[src/rtl/filtro_presencia_pkg.sv]
// Shared types and constants for the presence filter: FSM encoding, distance
// saturation value and counter width.
package filtro_presencia_pkg;

    localparam int DIST_W_DEF = 9;
    localparam int CNT_W      = 4;
    localparam logic [DIST_W_DEF-1:0] DIST_MAX = {DIST_W_DEF{1'b1}};

    typedef enum logic [1:0] {
        LEJOS      = 2'd0,
        CONF_CERCA = 2'd1,
        CERCA      = 2'd2,
        CONF_LEJOS = 2'd3
    } estado_t;

    function automatic logic es_presente(input estado_t e);
        return (e == CERCA) || (e == CONF_LEJOS);
    endfunction

endpackage

[src/rtl/filtro_presencia_promedio_movil.sv]
// Moving average over the last 2^AVG_LOG2 samples. The ring buffer starts out
// zeroed, so the output is only flagged valid once the buffer is full.
module promedio_movil
    import filtro_presencia_pkg::*;
#(
    parameter int DIST_W   = DIST_W_DEF,
    parameter int AVG_LOG2 = 2
) (
    input  logic              clk,
    input  logic              reset,
    input  logic              i_muestra_vld,
    input  logic [DIST_W-1:0] i_muestra,
    output logic [DIST_W-1:0] o_dist_prom,
    output logic              o_prom_valid
);

    localparam int DEPTH = 1 << AVG_LOG2;
    localparam int SUM_W = DIST_W + AVG_LOG2;
    localparam logic [AVG_LOG2-1:0] WARM_FIN = AVG_LOG2'(DEPTH - 1);

    logic [DEPTH-1:0][DIST_W-1:0] r_buf;
    logic [AVG_LOG2-1:0]          r_wptr;
    logic [AVG_LOG2-1:0]          r_warm;
    logic [SUM_W-1:0]             r_sum;
    logic                         r_prom_valid;

    always_ff @(posedge clk) begin
        if (reset) begin
            r_buf        <= '0;
            r_wptr       <= '0;
            r_warm       <= '0;
            r_sum        <= '0;
            r_prom_valid <= 1'b0;
        end else begin
            r_prom_valid <= 1'b0;
            if (i_muestra_vld) begin
                r_buf[r_wptr] <= i_muestra;
                r_wptr        <= r_wptr + AVG_LOG2'(1);
                r_sum         <= r_sum - SUM_W'(r_buf[r_wptr]) + SUM_W'(i_muestra);
                // warm-up counter parks at its last value once the buffer is full
                if (r_warm == WARM_FIN)
                    r_prom_valid <= 1'b1;
                else
                    r_warm <= r_warm + AVG_LOG2'(1);
            end
        end
    end

    assign o_dist_prom  = r_sum[SUM_W-1:AVG_LOG2];
    assign o_prom_valid = r_prom_valid;

endmodule

[src/rtl/filtro_presencia.sv]
// Presence filter: moving average, hysteresis + N-sample confirmation FSM and
// echo-fault detection. FILTRO_PRESENCIA_FALLA_STICKY_EN makes the fault latch.
module filtro_presencia
    import filtro_presencia_pkg::*;
#(
    parameter int DIST_W       = DIST_W_DEF,
    parameter int AVG_LOG2     = 2,
    parameter int UMBRAL_CERCA = 30,
    parameter int UMBRAL_LEJOS = 40,
    parameter int N_CONFIRM    = 3,
    parameter int MAX_FALLAS   = 4
) (
    input  logic              clk,
    input  logic              reset,
    input  logic              i_dist_valid,
    input  logic [DIST_W-1:0] i_dist_cm,
    input  logic              i_dist_timeout,
    output logic [DIST_W-1:0] o_dist_prom,
    output logic              o_prom_valid,
    output logic              o_presencia,
    output logic              o_evt_llega,
    output logic              o_evt_se_va,
    output logic              o_sensor_falla
);

    localparam logic [DIST_W-1:0] W_MAX    = {DIST_W{1'b1}};
    localparam logic [DIST_W-1:0] W_CERCA  = DIST_W'(UMBRAL_CERCA);
    localparam logic [DIST_W-1:0] W_LEJOS  = DIST_W'(UMBRAL_LEJOS);
    localparam logic [CNT_W-1:0]  N_CONF_C = CNT_W'(N_CONFIRM);
    localparam logic [CNT_W-1:0]  MAX_F_C  = CNT_W'(MAX_FALLAS);

    logic              w_muestra_vld;
    logic [DIST_W-1:0] w_muestra;
    logic [DIST_W-1:0] w_dist_prom;
    logic              w_prom_valid;

    // a timeout overrides any distance presented in the same cycle
    assign w_muestra_vld = i_dist_valid | i_dist_timeout;
    assign w_muestra     = i_dist_timeout ? W_MAX : i_dist_cm;

    promedio_movil #(
        .DIST_W   (DIST_W),
        .AVG_LOG2 (AVG_LOG2)
    ) u_promedio (
        .clk          (clk),
        .reset        (reset),
        .i_muestra_vld(w_muestra_vld),
        .i_muestra    (w_muestra),
        .o_dist_prom  (w_dist_prom),
        .o_prom_valid (w_prom_valid)
    );

    estado_t          r_estado, w_estado_nxt;
    logic [CNT_W-1:0] r_cnt, w_cnt_nxt, w_cnt_inc;
    logic [CNT_W-1:0] r_fallas, w_fallas_nxt;
    logic             r_falla, w_falla_nxt;
    logic             r_presencia, r_evt_llega, r_evt_se_va;
    logic             w_cerca, w_lejos, w_pres_nxt;

    always_comb begin
        w_fallas_nxt = r_fallas;
        if (i_dist_timeout) begin
            if (r_fallas != MAX_F_C)
                w_fallas_nxt = r_fallas + CNT_W'(1);
        end else if (i_dist_valid) begin
            w_fallas_nxt = '0;
        end
    end

`ifdef FILTRO_PRESENCIA_FALLA_STICKY_EN
    assign w_falla_nxt = r_falla | (w_fallas_nxt == MAX_F_C);
`else
    assign w_falla_nxt = (w_fallas_nxt == MAX_F_C);
`endif

    assign w_cerca   = (w_dist_prom <= W_CERCA);
    assign w_lejos   = (w_dist_prom >= W_LEJOS);
    assign w_cnt_inc = r_cnt + CNT_W'(1);

    always_comb begin
        w_estado_nxt = r_estado;
        w_cnt_nxt    = r_cnt;
        if (w_prom_valid) begin
            case (r_estado)
                LEJOS: if (w_cerca) begin
                    w_estado_nxt = (N_CONF_C == CNT_W'(1)) ? CERCA : CONF_CERCA;
                    w_cnt_nxt    = (N_CONF_C == CNT_W'(1)) ? '0 : CNT_W'(1);
                end
                CONF_CERCA: if (!w_cerca) begin
                    w_estado_nxt = LEJOS;
                    w_cnt_nxt    = '0;
                end else if (w_cnt_inc >= N_CONF_C) begin
                    w_estado_nxt = CERCA;
                    w_cnt_nxt    = '0;
                end else begin
                    w_cnt_nxt    = w_cnt_inc;
                end
                CERCA: if (w_lejos) begin
                    w_estado_nxt = (N_CONF_C == CNT_W'(1)) ? LEJOS : CONF_LEJOS;
                    w_cnt_nxt    = (N_CONF_C == CNT_W'(1)) ? '0 : CNT_W'(1);
                end
                CONF_LEJOS: if (!w_lejos) begin
                    w_estado_nxt = CERCA;
                    w_cnt_nxt    = '0;
                end else if (w_cnt_inc >= N_CONF_C) begin
                    w_estado_nxt = LEJOS;
                    w_cnt_nxt    = '0;
                end else begin
                    w_cnt_nxt    = w_cnt_inc;
                end
                default: begin
                    w_estado_nxt = LEJOS;
                    w_cnt_nxt    = '0;
                end
            endcase
        end
        // fault pins the FSM to LEJOS from the cycle it is raised until it clears
        if (w_falla_nxt || r_falla) begin
            w_estado_nxt = LEJOS;
            w_cnt_nxt    = '0;
        end
    end

    assign w_pres_nxt = es_presente(w_estado_nxt);

    always_ff @(posedge clk) begin
        if (reset) begin
            r_estado    <= LEJOS;
            r_cnt       <= '0;
            r_fallas    <= '0;
            r_falla     <= 1'b0;
            r_presencia <= 1'b0;
            r_evt_llega <= 1'b0;
            r_evt_se_va <= 1'b0;
        end else begin
            r_estado    <= w_estado_nxt;
            r_cnt       <= w_cnt_nxt;
            r_fallas    <= w_fallas_nxt;
            r_falla     <= w_falla_nxt;
            r_presencia <= w_pres_nxt;
            r_evt_llega <= w_pres_nxt & ~r_presencia;
            r_evt_se_va <= ~w_pres_nxt & r_presencia;
        end
    end

    assign o_dist_prom    = w_dist_prom;
    assign o_prom_valid   = w_prom_valid;
    assign o_presencia    = r_presencia;
    assign o_evt_llega    = r_evt_llega;
    assign o_evt_se_va    = r_evt_se_va;
    assign o_sensor_falla = r_falla;

endmodule

[config.mk]
export PLATFORM = sky130hd
export DESIGN_NAME = filtro_presencia
export DESIGN_NICKNAME = d
export VERILOG_FILES = /design/src/rtl/filtro_presencia_pkg.sv /design/src/rtl/filtro_presencia_promedio_movil.sv /design/src/rtl/filtro_presencia.sv
export SDC_FILE = /design/constraint.sdc
export NUM_CORES = 1
export LEC_CHECK = 0
export BUFFER_PORTS_ARGS = -buffer_cell sky130_fd_sc_hd__clkbuf_2
export CAP_MARGIN = 20
export CORE_MARGIN = 4
export CORE_UTILIZATION = 25
export DETAILED_ROUTE_END_ITERATION = 16
export PLACE_DENSITY = 0.51
export SYNTH_ARGS = -nofsm -noshare
export SYNTH_HDL_FRONTEND = slang
export SYNTH_SLANG_ARGS = --single-unit
[constraint.sdc]
create_clock -name clk -period 10.6 [get_ports clk]
set_clock_uncertainty 0.15 [all_clocks]
set_input_delay 2.12 -clock clk [delete_from_list [all_inputs] [get_ports clk]]
set_output_delay 2.12 -clock clk [all_outputs]
set_load 0.1 [all_outputs]
==> metrics <==
synthesized instance count 401; cell accounting for the most synthesized area dfxtp_1; I/O Buffers 26; CP endpoint kind register; Antenna diodes 0; #FFs+latches synth 66; Post-CTS Resized 0; total global routing overflow 0; Worst-Margin Slew 0.760 ns; Placer Congestion 0.757; most numerous cell in the Yosys netlist dfxtp_1; Synth cell types 57; post-route ant nets 0; nets about 450; Peak VDD IR 0.0000917 V; Worst Hold Class register to register; die height 129 um; CTS Buf Count 9; Seq/Total Area, Yosys 36.3%; final instance area between 4000 and 5000 um2; vias in the first global route between 2000 and 3000; CP Class input port to register; Setup-failing EPs final 0; CP peak stage delay 0.45 ns; fmax between 200 and 250 MHz; First-pass DRT Iterations 4; Worst-Skew Late Latency 0.32 ns; routed wire length 8.31 mm; syn avg cell area 9.07 um2; Hold Crit Start o_presencia; Ports 27; Area Overhead vs Synth 13.9%; post-DP HPWL 6.00 mm; slew margin rel. 49.3%; Final Slew Violations 0; Critical R2R Launch u_promedio.r_wptr[1]; static leakage between 0.0015 and 0.002 uW; final hold vios 0; top_reg_cell synth dfxtp_1; Clock Sinks 66; GRT Total Usage between 10% and 20%; Synth Cell Area 3640 um2; WP data arrival 4.72 ns; maxcap violations 0; Crit. Startpoint i_dist_timeout; Syn. warnings 0; critical path fanouts, max 16; Synthesized Nets 444; starting DRC count in detailed routing 128; initial antenna violation count 0; root buf cell clkbuf_16; most frequent cells after synthesis dfxtp_1 (66), nor2_1 (61), a211oi_1 (38); via count 2818; H-tree depth 3; setup bufs post-CTS 0; setup tns final 0 ns; CTS tree built; placed cell areas 3850 um2; critical path startpoint category input port; Max clock buf depth 2; CP Data Required Time 10.64 ns; first-pass GRT wire length around 14 mm; Site Rows 43; Post-synth EDFFs 0; Tcrit/Tclk final 44.2%; Tot Pwr 1070 uW; Starting Density 25.9%; Core Region around 14000 um2; Clk pin slew, worst setup/hold paths 0.06 ns; Crit-path slowest cell a211oi_1; Post-synth ARST share 0%; CTS Hold Bufs 0; WL/cell ~14 um; largest cells by area after synthesis dfxtp_1 (36%), a211oi_1 (7.8%), ha_1 (7.2%); RSZ-0062 raised after global routing false; vias per cell 4.74; outcome complete, no violations; Total Die Area 16500 um2; largest net degree at the start of global routing 59; P per Cell Area 258 nW/um2; Die W 129 um; drt drc 0; share of layout cells above drive strength 1 14.7%; final worst path period need 4.68 ns; top cell type's share of synthesized area a little over a third; crit-path cells clkbuf_2 > nor2_1 > inv_1 > fa_1 > ha_1 > and3_1 > a211oi_1 > a21oi_1 > mux2i_1 > o31ai_1
where the power goes:
group / total (uW) / internal, uW / switching, uW
sequential: 312 / 281 / 31.5
combinational: 464 / 168 / 296
clock: 293 / 186 / 107
total: 1070 / 635 / 434
final cells by class:
| cell class | instances | area, um2 |
|---|---|---|
| Timing Repair Buffer | 28 | 145 |
| Tap cell | 180 | 225 |
| Sequential cell | 66 | 1320 |
| Fill cell | 1458 | 9900 |
| Clock buffer | 10 | 239 |
| Clock inverter | 5 | 55.1 |
| Inverter | 37 | 139 |
| Multi-Input combinational cell | 268 | 2020 |
critical path: cells and delay by family:
family          cells  cell delay, ns
fa+ha+maj           2            0.81
simple gates        2            0.54
buf+inv             2            0.36
compound gates      3            0.69
mux                 1            0.18
registers in the layout, summed over array words and instances, names as in the netlist:
name and count:
r_cnt 4, u_promedio.o_prom_valid 1, o_sensor_falla 1, o_evt_llega 1
u_promedio.r_wptr 2, r_fallas 4, o_evt_se_va 1, o_presencia 1
r_estado 2, u_promedio.r_warm 2, u_promedio.r_sum 11, u_promedio.r_buf 36
kinds of logic after synthesis:
family	after synthesis	synth area share (%)
AND/OR/NAND/NOR	134	18.3
AO/OA/AOI/OAI	85	16.9
buffers and inverters	67	8.18
flip-flops	66	36.3
adder cells (fa/ha/maj)	30	12.2
multiplexers	13	6.71
XOR/XNOR	6	1.44
stage by stage:
| stage | util [%] | worst slack [ns] | hold WS, ns | instances |
|---|---|---|---|---|
| after detailed placement | 27.4 | 5.60 | 0.309 | 579 |
| after CTS | 29.5 | 5.94 | 0.316 | 594 |
| after global routing | 29.5 | 5.64 | 0.339 | 594 |
| final | 29.5 | 5.92 | 0.314 | 594 |
| after floorplan | - | 5.98 | 0.286 | 401 |
| after global placement | 27.4 | 5.68 | 0.291 | 579 |
layer usage:
layer	track usage, %	wire length, um
met4	3.46	119
met5	0	0
met2	17.7	3790
met3	2.57	285
met1	14.0	4110
path summary, 6_finish.rpt:
check,end,slack [ns],cells after the start
setup / recovery,u_promedio.r_sum[7],5.92,10
hold / removal,o_evt_llega,0.31,1
setup reg to reg,u_promedio.r_sum[7],6.93,9
hold reg to reg,o_evt_llega,0.31,1
layout by cell type (no fill, tap or decap), types with 4 or more instances in the layout:
master and count:
or3_1 4, fa_1 9, and3_1 6, nor2_1 61, a21oi_1 13, o21ai_0 4, a31oi_1 4, xnor2_1 4
nand2_1 12, or2_2 4, ha_1 21, nand3_1 8, and2_1 6, clkbuf_2 26, inv_1 37, nor3_1 9
mux4_2 9, dfxtp_1 66, a211oi_1 38, clkbuf_16 9
Power figures use the tool's default switching activity.
